### src/rtl/mmio_uart_if.sv
// rtl/mmio_uart_if.sv - data-memory port bundle between the core and the UART target
interface mmio_uart_if;
    logic [31:0] addr;
    logic        we;
    logic [31:0] wd;
    logic [31:0] rd;
    logic        hit;

    modport master (output addr, output we, output wd, input rd, input hit);
    modport slave  (input addr, input we, input wd, output rd, output hit);
endinterface

### src/rtl/mmio_uart.sv
// rtl/mmio_uart.sv - memory-mapped 8N1 UART target with TX FIFO and RX holding register
module mmio_uart #(
    parameter logic [31:0] BASE_ADDR  = 32'h1000_0000,
    parameter int          CLK_DIV    = 16,
    parameter int          FIFO_DEPTH = 8
) (
    input  logic        clk,
    input  logic        rst_n,
    mmio_uart_if.slave  bus,
    output logic        tx,
    input  logic        rx
);
    localparam int DIV_W = $clog2(CLK_DIV);
    localparam int PTR_W = $clog2(FIFO_DEPTH);

    localparam logic [DIV_W-1:0] BIT_END   = DIV_W'(CLK_DIV - 1);
    localparam logic [DIV_W-1:0] HALF_END  = DIV_W'(CLK_DIV / 2 - 1);
    localparam logic [DIV_W-1:0] CNT_ONE   = DIV_W'(1);
    localparam logic [PTR_W:0]   FIFO_FULL = (PTR_W + 1)'(FIFO_DEPTH);
    localparam logic [PTR_W:0]   CNT1      = (PTR_W + 1)'(1);
    localparam logic [PTR_W-1:0] PTR_ONE   = PTR_W'(1);

    localparam logic [1:0] ST_IDLE  = 2'd0;
    localparam logic [1:0] ST_START = 2'd1;
    localparam logic [1:0] ST_DATA  = 2'd2;
    localparam logic [1:0] ST_STOP  = 2'd3;

    localparam logic [1:0] REG_TXDATA = 2'd0;
    localparam logic [1:0] REG_RXDATA = 2'd1;
    localparam logic [1:0] REG_STATUS = 2'd2;

    // Decode
    logic       hit;
    logic [1:0] reg_sel;
    logic       wr_tx;
    logic       wr_rx;
    logic       wr_status;

    // TX FIFO
    logic [7:0]       fifo_mem_q [FIFO_DEPTH];
    logic [7:0]       fifo_mem_d [FIFO_DEPTH];
    logic [PTR_W-1:0] wr_ptr_q, wr_ptr_d;
    logic [PTR_W-1:0] rd_ptr_q, rd_ptr_d;
    logic [PTR_W:0]   count_q, count_d;
    logic             fifo_full;
    logic             fifo_empty;
    logic             push;
    logic             drop;
    logic             pop;

    // TX FSM
    logic [1:0]       tx_state_q, tx_state_d;
    logic [DIV_W-1:0] tx_cnt_q, tx_cnt_d;
    logic [2:0]       tx_bit_q, tx_bit_d;
    logic [7:0]       tx_shift_q, tx_shift_d;
    logic             tx_q, tx_d;
    logic             tx_busy;

    // RX synchronizer and FSM
    logic             rx_meta_q, rx_meta_d;
    logic             rx_sync_q, rx_sync_d;
    logic [1:0]       rx_state_q, rx_state_d;
    logic [DIV_W-1:0] rx_cnt_q, rx_cnt_d;
    logic [2:0]       rx_bit_q, rx_bit_d;
    logic [7:0]       rx_shift_q, rx_shift_d;
    logic             rx_done_ok;
    logic             rx_done_bad;

    // Holding register and sticky status
    logic [7:0] rx_byte_q, rx_byte_d;
    logic       rx_valid_q, rx_valid_d;
    logic       rx_ovr_q, rx_ovr_d;
    logic       frm_err_q, frm_err_d;
    logic       ovf_q, ovf_d;

    logic unused_bits;
    assign unused_bits = ^{bus.addr[1:0], bus.wd[31:8]};

    assign hit       = (bus.addr[31:4] == BASE_ADDR[31:4]);
    assign reg_sel   = bus.addr[3:2];
    assign wr_tx     = hit & bus.we & (reg_sel == REG_TXDATA);
    assign wr_rx     = hit & bus.we & (reg_sel == REG_RXDATA);
    assign wr_status = hit & bus.we & (reg_sel == REG_STATUS);
    assign bus.hit   = hit;

    assign fifo_full  = (count_q == FIFO_FULL);
    assign fifo_empty = (count_q == '0);
    // Full is judged on the pre-edge count, so a pop in the same cycle does not rescue the byte.
    assign push       = wr_tx & ~fifo_full;
    assign drop       = wr_tx & fifo_full;
    assign pop        = (tx_state_q == ST_IDLE) & ~fifo_empty;
    assign tx_busy    = (tx_state_q != ST_IDLE);
    assign tx         = tx_q;

    // Combinational register read; reads never change state
    always_comb begin
        bus.rd = '0;
        if (hit) begin
            case (reg_sel)
                REG_RXDATA: bus.rd = {rx_valid_q, 23'b0, rx_byte_q};
                REG_STATUS: bus.rd = {25'b0, frm_err_q, rx_ovr_q, ovf_q, rx_valid_q,
                                      tx_busy, fifo_empty, fifo_full};
                default:    bus.rd = '0;
            endcase
        end
    end

    // FIFO storage, pointers and occupancy
    always_comb begin
        fifo_mem_d = fifo_mem_q;
        wr_ptr_d   = wr_ptr_q;
        rd_ptr_d   = rd_ptr_q;
        count_d    = count_q;
        if (push) begin
            fifo_mem_d[wr_ptr_q] = bus.wd[7:0];
            wr_ptr_d             = wr_ptr_q + PTR_ONE;
        end
        if (pop) begin
            rd_ptr_d = rd_ptr_q + PTR_ONE;
        end
        case ({push, pop})
            2'b10:   count_d = count_q + CNT1;
            2'b01:   count_d = count_q - CNT1;
            default: count_d = count_q;
        endcase
    end

    // TX framing: start bit, 8 data bits LSB first, stop bit; tx registered from next state
    always_comb begin
        tx_state_d = tx_state_q;
        tx_cnt_d   = tx_cnt_q;
        tx_bit_d   = tx_bit_q;
        tx_shift_d = tx_shift_q;
        case (tx_state_q)
            ST_IDLE: begin
                if (!fifo_empty) begin
                    tx_shift_d = fifo_mem_q[rd_ptr_q];
                    tx_cnt_d   = '0;
                    tx_state_d = ST_START;
                end
            end
            ST_START: begin
                if (tx_cnt_q == BIT_END) begin
                    tx_cnt_d   = '0;
                    tx_bit_d   = 3'd0;
                    tx_state_d = ST_DATA;
                end else begin
                    tx_cnt_d = tx_cnt_q + CNT_ONE;
                end
            end
            ST_DATA: begin
                if (tx_cnt_q == BIT_END) begin
                    tx_cnt_d = '0;
                    if (tx_bit_q == 3'd7) begin
                        tx_state_d = ST_STOP;
                    end else begin
                        tx_shift_d = {1'b0, tx_shift_q[7:1]};
                        tx_bit_d   = tx_bit_q + 3'd1;
                    end
                end else begin
                    tx_cnt_d = tx_cnt_q + CNT_ONE;
                end
            end
            ST_STOP: begin
                if (tx_cnt_q == BIT_END) begin
                    tx_cnt_d   = '0;
                    tx_state_d = ST_IDLE;
                end else begin
                    tx_cnt_d = tx_cnt_q + CNT_ONE;
                end
            end
            default: tx_state_d = ST_IDLE;
        endcase
        case (tx_state_d)
            ST_START: tx_d = 1'b0;
            ST_DATA:  tx_d = tx_shift_d[0];
            default:  tx_d = 1'b1;
        endcase
    end

    // RX: two-flop synchronizer, mid-bit sampling after a confirmed start bit
    always_comb begin
        rx_meta_d   = rx;
        rx_sync_d   = rx_meta_q;
        rx_state_d  = rx_state_q;
        rx_cnt_d    = rx_cnt_q;
        rx_bit_d    = rx_bit_q;
        rx_shift_d  = rx_shift_q;
        rx_done_ok  = 1'b0;
        rx_done_bad = 1'b0;
        case (rx_state_q)
            ST_IDLE: begin
                if (!rx_sync_q) begin
                    rx_cnt_d   = '0;
                    rx_state_d = ST_START;
                end
            end
            ST_START: begin
                if (rx_cnt_q == HALF_END) begin
                    rx_cnt_d = '0;
                    if (rx_sync_q) begin
                        rx_state_d = ST_IDLE;
                    end else begin
                        rx_bit_d   = 3'd0;
                        rx_state_d = ST_DATA;
                    end
                end else begin
                    rx_cnt_d = rx_cnt_q + CNT_ONE;
                end
            end
            ST_DATA: begin
                if (rx_cnt_q == BIT_END) begin
                    rx_cnt_d   = '0;
                    rx_shift_d = {rx_sync_q, rx_shift_q[7:1]};
                    if (rx_bit_q == 3'd7) begin
                        rx_state_d = ST_STOP;
                    end else begin
                        rx_bit_d = rx_bit_q + 3'd1;
                    end
                end else begin
                    rx_cnt_d = rx_cnt_q + CNT_ONE;
                end
            end
            ST_STOP: begin
                if (rx_cnt_q == BIT_END) begin
                    rx_cnt_d    = '0;
                    rx_state_d  = ST_IDLE;
                    rx_done_ok  = rx_sync_q;
                    rx_done_bad = ~rx_sync_q;
                end else begin
                    rx_cnt_d = rx_cnt_q + CNT_ONE;
                end
            end
            default: rx_state_d = ST_IDLE;
        endcase
    end

    // Holding register and sticky bits: hardware set takes priority over software clear
    always_comb begin
        rx_byte_d  = rx_byte_q;
        rx_valid_d = rx_valid_q;
        rx_ovr_d   = rx_ovr_q;
        frm_err_d  = frm_err_q;
        ovf_d      = ovf_q;
        if (wr_rx) begin
            rx_valid_d = 1'b0;
        end
        if (wr_status) begin
            if (bus.wd[4]) ovf_d     = 1'b0;
            if (bus.wd[5]) rx_ovr_d  = 1'b0;
            if (bus.wd[6]) frm_err_d = 1'b0;
        end
        if (drop) begin
            ovf_d = 1'b1;
        end
        if (rx_done_ok) begin
            rx_byte_d  = rx_shift_q;
            rx_valid_d = 1'b1;
            // A clear arriving with the new byte consumes the old one, so no overrun then.
            if (rx_valid_q && !wr_rx) begin
                rx_ovr_d = 1'b1;
            end
        end
        if (rx_done_bad) begin
            frm_err_d = 1'b1;
        end
    end

    // State registers; reset aborts any frame and parks tx high
    always_ff @(posedge clk or negedge rst_n) begin
        if (!rst_n) begin
            for (int i = 0; i < FIFO_DEPTH; i++) begin
                fifo_mem_q[i] <= '0;
            end
            wr_ptr_q   <= '0;
            rd_ptr_q   <= '0;
            count_q    <= '0;
            tx_state_q <= ST_IDLE;
            tx_cnt_q   <= '0;
            tx_bit_q   <= 3'd0;
            tx_shift_q <= '0;
            tx_q       <= 1'b1;
            rx_meta_q  <= 1'b1;
            rx_sync_q  <= 1'b1;
            rx_state_q <= ST_IDLE;
            rx_cnt_q   <= '0;
            rx_bit_q   <= 3'd0;
            rx_shift_q <= '0;
            rx_byte_q  <= '0;
            rx_valid_q <= 1'b0;
            rx_ovr_q   <= 1'b0;
            frm_err_q  <= 1'b0;
            ovf_q      <= 1'b0;
        end else begin
            fifo_mem_q <= fifo_mem_d;
            wr_ptr_q   <= wr_ptr_d;
            rd_ptr_q   <= rd_ptr_d;
            count_q    <= count_d;
            tx_state_q <= tx_state_d;
            tx_cnt_q   <= tx_cnt_d;
            tx_bit_q   <= tx_bit_d;
            tx_shift_q <= tx_shift_d;
            tx_q       <= tx_d;
            rx_meta_q  <= rx_meta_d;
            rx_sync_q  <= rx_sync_d;
            rx_state_q <= rx_state_d;
            rx_cnt_q   <= rx_cnt_d;
            rx_bit_q   <= rx_bit_d;
            rx_shift_q <= rx_shift_d;
            rx_byte_q  <= rx_byte_d;
            rx_valid_q <= rx_valid_d;
            rx_ovr_q   <= rx_ovr_d;
            frm_err_q  <= frm_err_d;
            ovf_q      <= ovf_d;
        end
    end
endmodule

### src/flat_wrapper.sv
// flat-port wrapper written by rule: the top's interface ports become plain ports
module mmio_uart_flat 
#(
    parameter logic [31:0] BASE_ADDR  = 32'h1000_0000,
    parameter int          CLK_DIV    = 16,
    parameter int          FIFO_DEPTH = 8
)
  (clk, rst_n, tx, rx, bus_addr, bus_we, bus_wd, bus_rd, bus_hit);
  mmio_uart_if bus_i ();
  input  logic clk;
  input  logic rst_n;
  output logic tx;
  input  logic rx;
  input wire logic [$bits(bus_i.addr)-1:0] bus_addr;
  input wire logic [$bits(bus_i.we)-1:0] bus_we;
  input wire logic [$bits(bus_i.wd)-1:0] bus_wd;
  output wire logic [$bits(bus_i.rd)-1:0] bus_rd;
  output wire logic [$bits(bus_i.hit)-1:0] bus_hit;
  assign bus_i.addr = bus_addr;
  assign bus_i.we = bus_we;
  assign bus_i.wd = bus_wd;
  assign bus_rd = bus_i.rd;
  assign bus_hit = bus_i.hit;
  mmio_uart #(.BASE_ADDR(BASE_ADDR), .CLK_DIV(CLK_DIV), .FIFO_DEPTH(FIFO_DEPTH)) u_core (.clk(clk), .rst_n(rst_n), .bus(bus_i), .tx(tx), .rx(rx));
endmodule
### config.mk
export PLATFORM = sky130hd
export DESIGN_NAME = mmio_uart_flat
export DESIGN_NICKNAME = d
export VERILOG_FILES = /design/src/rtl/mmio_uart_if.sv /design/src/rtl/mmio_uart.sv /design/src/flat_wrapper.sv
export SDC_FILE = /design/constraint.sdc
export NUM_CORES = 1
export LEC_CHECK = 0
export ABC_CLOCK_PERIOD_IN_PS = 5500
export CAP_MARGIN = 40
export CORE_AREA = 2 2 110 122
export CTS_BUF_LIST = sky130_fd_sc_hd__clkbuf_16
export CTS_CLUSTER_SIZE = 28
export DETAILED_ROUTE_END_ITERATION = 10
export DIE_AREA = 0 0 112 124
export PLACE_DENSITY = 0.74
export SLEW_MARGIN = 0
export SYNTH_ARGS = -nofsm -noshare
export SYNTH_HDL_FRONTEND = slang
export SYNTH_SLANG_ARGS = --single-unit
### constraint.sdc
create_clock -name clk -period 5.5 [get_ports clk]
set_input_delay 0.55 -clock clk [delete_from_list [all_inputs] [get_ports clk]]
set_output_delay 0.55 -clock clk [all_outputs]
set_load 0.05 [all_outputs]
==> results of run 1 <==
-- metal layers --
layer,global-route usage (%),up-vias
met1,24.20,2073
met3,5.255,16
li1,-,1899
met4,7.317,0
met5,0,-
met2,31.86,98
-- area by class of cell --
type | count | area (sq um) | area share [%]
clock buffer | 17 | 425.4 | 5.725
clock inverter | 13 | 162.7 | 2.189
inverter | 12 | 45.04 | 0.6062
multi-input combinational | 335 | 2919 | 39.28
sequential | 123 | 3082 | 41.47
tap | 157 | 196.4 | 2.644
timing repair buffer | 61 | 600.6 | 8.082
-- how the worst max path moves through the flow --
stage	to	slack [ns]	start	depth (start not counted)
after floorplan	bus_rd[0]	2.09	bus_addr[24]	5
after global placement	bus_rd[0]	1.52	bus_addr[16]	6
after detailed placement	u_core.count_q[2]$_DFFE_PN0P_	1.49	bus_addr[23]	12
after CTS	bus_rd[0]	1.49	bus_addr[23]	6
after global routing	bus_rd[0]	1.24	bus_addr[16]	6
final	bus_rd[0]	1.49	bus_addr[23]	6
-- registers in the layout, indices dropped and copies added (netlist names), 2 cells and up, named ones only --
signal and count:
u_core.tx_state_q 2, u_core.fifo_mem_q 64, u_core.tx_shift_q 8, u_core.rd_ptr_q 3, u_core.rx_bit_q 3, u_core.rx_shift_q 8, u_core.tx_bit_q 3, u_core.rx_cnt_q 4
u_core.rx_byte_q 8, u_core.wr_ptr_q 3, u_core.count_q 4, u_core.tx_cnt_q 4
-- cells in the mapped netlist, drive strengths merged (3+ instances only) --
| master | count |
|---|---|
| and3 | 12 |
| dfstp | 3 |
| nand3 | 11 |
| nor2 | 11 |
| a22o | 7 |
| a22oi | 10 |
| clkbuf | 10 |
| xor2 | 5 |
| buf | 31 |
| o21ai | 23 |
| mux4 | 16 |
| nor4 | 16 |
| a311oi | 3 |
| mux2i | 13 |
| mux2 | 83 |
| nand2 | 27 |
| dfrtp | 120 |
| xnor2 | 5 |
| ha | 19 |
| o31ai | 7 |
| a21oi | 6 |
| nor2b | 3 |
| nand4b | 3 |
| nand4 | 3 |
| inv | 11 |
| nor3 | 5 |
| and2 | 3 |
-- where the power goes --
part	leakage (nW)	internal [mW]	switching [mW]
registers	1.68	0.926	0.0165
logic	1.48	0.0904	0.145
clock network	0.303	0.740	0.383
-- cell families after synthesis --
family | after synthesis
compound gates | 62
other cells | 1
flops | 123
xor+xnor | 10
simple gates | 109
fa+ha+maj | 19
buf+inv | 53
mux | 112
-- through the flow --
stage | instances | total power [mW] | hold WS [ns]
2_1_floorplan | 511 | 1.125 | 0.2544
3_3_place_gp | 686 | 1.184 | 0.3464
3_5_place_dp | 688 | 1.195 | 0.3476
4_1_cts | 718 | 2.322 | 0.1795
5_1_grt | 718 | 2.396 | 0.2071
6_report | 718 | 2.302 | 0.1507
==> impl_metrics.py, run 1 <==
metrics = {
    "outcome": {
        "status": "finished, final reports clean",
    },
    "global_route": {
        "antenna_found_initial": 0,
        "grt_overflow": 0,
        "grt_start_max_net_pins": 72,
        "track_usage_pct": 19.15,
        "grt_pass1_wl_um": 20830,
        "grt_pass1_vias": 4098,
    },
    "drt": {
        "drtIter0Drc": 185,
        "drt-pass1-iter-count": 4,
        "drc": 0,
        "routed_wl_um": 12270,
        "wl_per_cell_um": 17.09,
        "wl_met1_um": 5336,
        "via_count": 4086,
        "wl_met2_um": 6161,
        "antenna_left": 0,
        "via_per_inst": 5.691,
        "highest_layer": "met4",
        "wl_met3_um": 582,
    },
    "cells_and_area": {
        "drive_gt1_share_pct": 26.74,
        "insertedDiodeCount": 0,
        "area_growth_pct": 19.59,
        "final_area_sq_um": 7431,
        "post-route-util_pct": 59.02,
        "nets": 637,
        "final_common_cell": "dfrtp_1",
        "fillers": 1015,
        "final_cell_mix": "dfrtp_1 (120), mux2_2 (83), clkdlybuf4s50_1 (51), nand2_1 (27)",
    },
    "timing": {
        "report.final.hold_viol_count": 0,
        "fmax_mhz": 249.3,
        "relSlewSlack_pct": 40.70,
        "worst_pin_slew_ns": 0.8895,
        "drv_slew": 0,
        "setup_viol": 0,
        "clock_skew_ns": 0.006924,
        "worst_slack_ns": 1.489,
        "fin_tns_setup_ns": 0,
        "finalCritPeriodShare_pct": 72.93,
        "finalCriticalPeriod_ns": 4.011,
        "rsz0062_at_grt": "false",
    },
    "floorplanning": {
        "dieArea_sq_um": 13890,
        "die_x_um": 112,
        "core_area_sq_um": 12590,
        "start_util_pct": 49.35,
        "boundaryPins": 102,
        "rows": 43,
        "fp.dieH_um": 124,
    },
    "place": {
        "post-place-ws_ns": 1.488,
        "port_buffers": 52,
        "post_dp_cell_area_sq_um": 6843,
        "place_hpwl_um": 8345,
        "routabilityCongestion": 0.7898,
    },
    "yosys": {
        "ys_warn_count": 0,
        "synth_compound_area_share_pct": 6.484,
        "synth_fa_ha_area_share_pct": 3.826,
        "synth_top_area_share_pct": 48.33,
        "synth-edff-count": 0,
        "ys_seq_elements": 123,
        "synthSimpleGateAreaFrac_pct": 10.93,
        "synthMuxAreaShare_pct": 22.94,
        "synthTopCellsByArea": "dfrtp_1 (48%), mux2_2 (15%), mux4_2 (5.8%)",
        "ys.flop_type": "dfrtp_1",
        "synth_seq_area_share_pct": 49.60,
        "syn_area_sq_um": 6213,
        "synth-xor-area-share_pct": 1.410,
        "async_flop_share_pct": 100.0,
        "syn_inst": 489,
        "ys_types": 48,
        "avgSynthCellArea_sq_um": 12.71,
        "yosysTopAreaCell": "dfrtp_1",
        "synth_top_family_by_area": "multiplexers",
    },
    "clocking": {
        "hold_buffers": 0,
        "cts_setup_buffers": 0,
        "postCtsResizedCells": 0,
        "cts_sinks": 123,
        "numCtsBuffers": 17,
        "cts_buffer_depth": 2,
        "htreeDepth": 4,
        "cts_root_buf": "clkbuf_16",
        "cts_tree": "built",
        "path_clk_slew_ns": 0.06,
        "clock_latency_ns": 0.42,
    },
    "worst_hold_path": {
        "hold_class": "in2async",
    },
    "worst_setup_path": {
        "r2r_cells": 10,
        "path_class": "in2out",
        "critPathLaunchType": "input port",
        "crit_arrival_ns": 3.46,
        "cpLargestDelayFamily": "simple AND/OR/NAND/NOR gates",
        "cpPeakStageDelay_ns": 0.81,
        "crit_top_cell": "clkdlybuf4s50_1",
        "path_cells": "clkdlybuf4s50_1 > nor4_1 > nand4_2 > nor2_1 > and3_1 > clkdlybuf4s50_1",
        "cp_slowest_cell": "clkdlybuf4s50_1",
        "crit_fanout": 16,
        "rr_startpoint": "u_core.count_q[1]$_DFFE_PN0P_",
        "worstPathBufferInverterCount": 2,
        "r2r_end": "u_core.count_q[2]$_DFFE_PN0P_",
        "end_kind": "output pin",
        "ff2ff_setup_slack_ns": 2.57,
        "required_ns": 4.95,
    },
    "pwr": {
        "ir_worst_vdd_mv": 0.2226,
        "p_leak_nw": 3.466,
        "pwr_density_cell_nw_per_um2": 309.7,
    },
    "job": {
        "max_cap_violations": 0,
    },
}
(Power assumes the default switching activity.)
==> run 2: changes to the inputs <==
- ABC_CLOCK_PERIOD_IN_PS: 5500 -> 3500
- CORE_AREA: 2 2 110 122 -> 2 2 111 124
- DIE_AREA: 0 0 112 124 -> 0 0 113 126
- PLACE_DENSITY: 0.74 -> 0.76
- clock period: 5.5 -> 3.5 ns (I/O delays scaled with it)
==> run 2 against run 1 <==
  * The flow now finishes with violations (DRC)
  * Cell count up 1.7%
  * Utilization is essentially flat
  * Final area rose by 3.2%
  * Flip-flop and latch count unchanged
  * Worst setup slack worse by 0.91 ns
  * Clock power up 70%
  * First-iteration DRC count is 35% higher
==> impl_metrics.py, run 2 (same netlist as run 1, synthesis figures left out) <==
metrics = {
    "outcome": {
        "status": "finished, violations left",
        "violations": "DRC",
    },
    "clocking": {
        "numCtsBuffers": 17,
        "cts_tree": "built",
        "path_clk_slew_ns": 0.06,
        "cts_root_buf": "clkbuf_16",
        "htreeDepth": 4,
        "cts_sinks": 123,
        "cts_setup_buffers": 0,
        "cts_buffer_depth": 2,
        "clock_latency_ns": 0.41,
    },
    "worst_setup_path": {
        "crit_arrival_ns": 3.20,
        "r2r_cells": 10,
        "end_kind": "register",
        "crit_fanout": 11,
        "path_cells": "or4_1 > nand2_1 > inv_1 > ha_1 > xor2_1 > ha_1 > a21oi_1 > xor2_1 > nor2_1 > xor2_1",
        "cp_slowest_cell": "or4_1",
        "cpPeakStageDelay_ns": 0.65,
        "required_ns": 3.78,
        "critPathLaunchType": "register",
        "path_class": "reg2reg",
        "cpLargestDelayFamily": "simple AND/OR/NAND/NOR gates",
        "cp.depth": 10,
        "worstPathBufferInverterCount": 1,
        "crit_top_cell": "xor2_1",
    },
    "pwr": {
        "p_leak_nw": 3.566,
        "p_total_mw": 3.774,
        "ir_worst_vdd_mv": 0.3349,
        "pwr_density_cell_nw_per_um2": 492.1,
    },
    "global_route": {
        "grt_pass1_wl_um": 22380,
        "grt_overflow": 0,
        "antenna_found_initial": 0,
        "grt_start_max_net_pins": 73,
        "track_usage_pct": 19.85,
        "grt_pass1_vias": 4401,
    },
    "floorplanning": {
        "boundaryPins": 102,
        "die_x_um": 113,
        "core_area_sq_um": 12990,
        "fp.dieH_um": 126,
        "start_util_pct": 47.82,
        "rows": 44,
        "dieArea_sq_um": 14240,
    },
    "timing": {
        "fmax_mhz": 342.0,
        "worst_pin_slew_ns": 0.7587,
        "clock_skew_ns": 0.01055,
        "setup_viol": 0,
        "finalCriticalPeriod_ns": 2.924,
        "drv_slew": 0,
        "relSlewSlack_pct": 49.04,
        "rsz0062_at_grt": "false",
        "report.final.hold_viol_count": 0,
        "fin_tns_setup_ns": 0,
        "finalCritPeriodShare_pct": 83.54,
    },
    "drt": {
        "via_count": 4217,
        "antenna_left": 0,
        "wl_per_cell_um": 18.22,
        "drt-pass1-iter-count": 7,
        "drc": 7,
        "via_per_inst": 5.777,
        "drtIter0Drc": 250,
        "routed_wl_um": 13300,
    },
    "cells_and_area": {
        "largest-register": "u_core.fifo_mem_q",
        "drive_gt1_share_pct": 29.70,
        "area_growth_pct": 23.42,
        "final_common_cell": "dfrtp_1",
        "insertedDiodeCount": 0,
        "nets": 643,
        "largest_reg_flops": 64,
        "final_cell_mix": "dfrtp_1 (120), mux2_2 (83), clkdlybuf4s50_1 (41), nand2_1 (27)",
    },
    "place": {
        "place_hpwl_um": 8843,
        "port_buffers": 52,
        "routabilityCongestion": 0.8024,
    },
    "job": {
        "max_cap_violations": 0,
    },
    "worst_hold_path": {
        "hold_class": "in2async",
    },
}
-- run 2: changes by cell type in the layout (fill, tap and decap cells not counted), moves of 3 or more --
cell,delta
clkdlybuf4s50_1,-10
clkinv_2,-3
inv_1,-3
clkinv_4,+4
buf_4,+5
buf_12,+10
-- run 2: worst reg2reg max path, delay by kind of cell, from the launching register on --
kind	cells	cell delay, ns
XOR/XNOR	3	0.47
adder cells (fa/ha/maj)	2	0.48
AO/OA/AOI/OAI	1	0.14
AND/OR/NAND/NOR	3	1.08
flip-flops	1	0.47
buffers and inverters	1	0.16
-- run 2: stage by stage --
stage          util [%]  setup slack, ns  cells  area [sq um]  hold slack, ns
2_1_floorplan         -           0.4943    511          6296         0.05441
3_3_place_gp      53.53           0.4534    695          6955          0.3462
3_5_place_dp      53.96           0.3849    697          7010          0.1941
4_1_cts           59.02           0.5790    730          7669          0.3001
5_1_grt           59.02           0.3356    730          7669          0.3299
6_report          59.02           0.5760    730          7669          0.3120
-- run 2: final cells by class --
type / count / area (sq um)
Sequential cell: 123 / 3082
Clock inverter: 15 / 222.7
Timing Repair Buffer: 67 / 773.2
Fill cell: 996 / 5324
Inverter: 12 / 45.04
Clock buffer: 17 / 425.4
Tap cell: 161 / 201.4
Multi-Input combinational cell: 335 / 2919
-- run 2: routing by layer --
metal,global-route usage (%),up-vias,wire length (um)
met3,4.524,22,536
met2,35.19,133,7174
li1,-,1905,-
met4,7.317,0,245
met1,23.50,2157,5346
met5,0,-,0
-- run 2: final timing paths --
check                                            endpoint                     startpoint  slack [ns]
setup / recovery            u_core.count_q[2]$_DFFE_PN0P_  u_core.count_q[1]$_DFFE_PN0P_        0.58
hold / removal             u_core.rx_cnt_q[1]$_DFFE_PN0N_                          rst_n        0.31
setup reg to reg            u_core.count_q[2]$_DFFE_PN0P_  u_core.count_q[1]$_DFFE_PN0P_        0.58
hold reg to reg                u_core.rx_sync_q$_DFF_PN1_     u_core.rx_meta_q$_DFF_PN1_        0.36
max in group asynchronous             u_core.tx$_DFF_PN1_                          rst_n        2.26
min in group clk               u_core.rx_meta_q$_DFF_PN1_                             rx        0.34
-- run 2: timing repair --
| action | CTS | global route |
|---|---|---|
| hold buffers | 1 | 0 |
| resized for setup | 0 | 0 |
| endpoints found under the hold margin | 7 | 0 |
-- run 2: report_power, final --
| group | total, mW | switching (mW) | internal (mW) |
|---|---|---|---|
| logic | 0.387 | 0.240 | 0.148 |
| registers | 1.48 | 0.0292 | 1.45 |
| clock network | 1.90 | 0.639 | 1.26 |
==> run 3: changes to the inputs <==
- ABC_CLOCK_PERIOD_IN_PS: 3500 -> 2600
- clock period: 3.5 -> 2.6 ns (I/O delays scaled with it)
==> run 3 against run 2 <==
  * The run still ends with DRC left
  * Clock power increased by 16%
  * Sequential power is 34% higher
  * Fmax increased by 18%
  * Clock skew shrank 0.0023 ns
==> impl_metrics.py, run 3 (same netlist as run 1, synthesis figures left out) <==
metrics = {
    "place": {
        "routabilityCongestion": 0.8017,
        "place_hpwl_um": 8947,
        "dp_cells": 710,
        "port_buffers": 52,
    },
    "cells_and_area": {
        "final_cell_mix": "dfrtp_1 (120), mux2_2 (83), clkdlybuf4s50_1 (41), nand2_1 (27), buf_4 (26)",
        "drive_gt1_share_pct": 31.79,
        "area_growth_pct": 24.02,
        "insertedDiodeCount": 0,
        "largest_reg_flops": 64,
        "largest-register": "u_core.fifo_mem_q",
        "nets": 656,
        "post-route-util_pct": 59.31,
        "final_common_cell": "dfrtp_1",
        "stdcell_count": 743,
    },
    "outcome": {
        "violations": "DRC",
        "status": "finished, violations left",
    },
    "drt": {
        "via_count": 4180,
        "highest_layer": "met4",
        "antenna_left": 0,
        "routed_wl_um": 13050,
        "wl_per_cell_um": 17.57,
        "drc": 9,
        "via_per_inst": 5.626,
        "drt-pass1-iter-count": 7,
        "wl_met3_um": 573,
        "wl_met2_um": 7087,
        "drtIter0Drc": 175,
        "wl_met1_um": 5275,
    },
    "timing": {
        "fin_tns_setup_ns": 0,
        "setup_viol": 0,
        "clock_skew_ns": 0.008295,
        "rsz0062_at_grt": "false",
        "worst_pin_slew_ns": 0.7803,
        "finalCriticalPeriod_ns": 2.470,
        "drv_slew": 0,
        "report.final.hold_viol_count": 0,
        "relSlewSlack_pct": 47.98,
        "finalCritPeriodShare_pct": 95.01,
        "fmax_mhz": 404.8,
    },
    "worst_setup_path": {
        "cpPeakStageDelay_ns": 0.55,
        "path_cells": "or4_1 > nand2_1 > inv_1 > ha_1 > xor2_1 > ha_1 > a21oi_1 > xor2_1 > nor2_1 > xor2_1",
        "critPathLaunchType": "register",
        "cp_slowest_cell": "or4_1",
        "cpLargestDelayFamily": "simple AND/OR/NAND/NOR gates",
        "crit_top_cell": "xor2_1",
        "end_kind": "register",
        "crit_fanout": 8,
        "required_ns": 2.88,
        "crit_arrival_ns": 2.75,
        "path_class": "reg2reg",
        "worstPathBufferInverterCount": 1,
    },
    "clocking": {
        "htreeDepth": 4,
        "path_clk_slew_ns": 0.06,
        "cts_sinks": 123,
        "cts_tree": "built",
        "numCtsBuffers": 17,
        "cts_setup_buffers": 0,
        "cts_buffer_depth": 2,
        "cts_root_buf": "clkbuf_16",
        "clock_latency_ns": 0.40,
    },
    "job": {
        "max_cap_violations": 0,
    },
    "global_route": {
        "grt_pass1_vias": 4499,
        "grt_pass1_wl_um": 22170,
        "grt_start_max_net_pins": 51,
        "track_usage_pct": 19.70,
        "grt_overflow": 0,
        "antenna_found_initial": 0,
    },
    "worst_hold_path": {
        "hold_class": "in2reg",
    },
    "floorplanning": {
        "core_area_sq_um": 12990,
        "rows": 44,
        "start_util_pct": 47.82,
        "fp.dieH_um": 126,
        "dieArea_sq_um": 14240,
        "boundaryPins": 102,
        "die_x_um": 113,
    },
    "pwr": {
        "p_total_mw": 4.732,
        "p_leak_nw": 3.598,
        "pwr_density_cell_nw_per_um2": 614.1,
        "ir_worst_vdd_mv": 0.3462,
    },
}
run 3: cell count changes in the layout (fill, tap and decap cells not counted), moves of 2 or more:
cell	delta
nor4_2	+2
inv_1	+3
buf_4	+13
buf_12	+2
clkinv_4	-2
bufinv_16	-3
nor4_1	-3
buf_16	-2
clkinv_2	+3
run 3: cell type report:
type	count	area, sq um
fill	998	5286
tap	161	201.4
inverter	12	45.04
clock buffer	17	425.4
timing repair buffer	80	855.8
clock inverter	15	136.4
sequential	123	3082
multi-input combinational	335	2960
run 3: layer usage:
| layer | global-route usage (%) | vias to the layer above |
|---|---|---|
| met2 | 34.52 | 116 |
| met1 | 23.83 | 2138 |
| met3 | 3.946 | 8 |
| met5 | 0 | - |
| li1 | - | 1918 |
| met4 | 7.819 | 0 |
run 3: worst reg2reg max path, delay by kind of cell, from the launching register on:
family | cells | cell delay (ns)
AND/OR/NAND/NOR | 3 | 0.73
flip-flops | 1 | 0.45
XOR/XNOR | 3 | 0.45
adder cells (fa/ha/maj) | 2 | 0.44
AO/OA/AOI/OAI | 1 | 0.17
buffers and inverters | 1 | 0.11
run 3: power by group:
group	switching, mW	total [mW]	leakage (nW)	internal (mW)
sequential	0.0361	1.99	1.68	1.96
clock	0.821	2.21	0.288	1.39
combinational	0.326	0.526	1.63	0.200
run 3: path summary, 6_finish.rpt:
kind	endpoint	slack, ns	cells past startpoint	startpoint
max	u_core.count_q[2]$_DFFE_PN0P_	0.13	10	u_core.count_q[2]$_DFFE_PN0P_
min	u_core.rx_meta_q$_DFF_PN1_	0.26	1	rx
max reg2reg	u_core.count_q[2]$_DFFE_PN0P_	0.13	10	u_core.count_q[2]$_DFFE_PN0P_
min reg2reg	u_core.rx_sync_q$_DFF_PN1_	0.36	0	u_core.rx_meta_q$_DFF_PN1_
max in group asynchronous	u_core.fifo_mem_q[19]$_DFFE_PN0P_	1.35	3	rst_n
min in group asynchronous	u_core.rx_cnt_q[1]$_DFFE_PN0N_	0.41	2	rst_n
run 3: per-stage QoR:
step / setup slack [ns] / hold WS [ns] / instance area (sq um)
floorplan: -0.09254 / -0.03559 / 6314
global placement: -0.1751 / 0.3209 / 7111
detailed placement: -0.2427 / 0.3249 / 7111
CTS: 0.005658 / 0.2417 / 7682
global route: 0.01895 / 0.2555 / 7706
finish: 0.1298 / 0.2554 / 7706
run 3: what timing repair did:
item | 4_1_cts | 5_1_grt
hold buffers | 1 | 0
endpoints found under the setup margin | 0 | 10
gates resized for setup | 0 | 4
hold endpoints to repair | 45 | 0
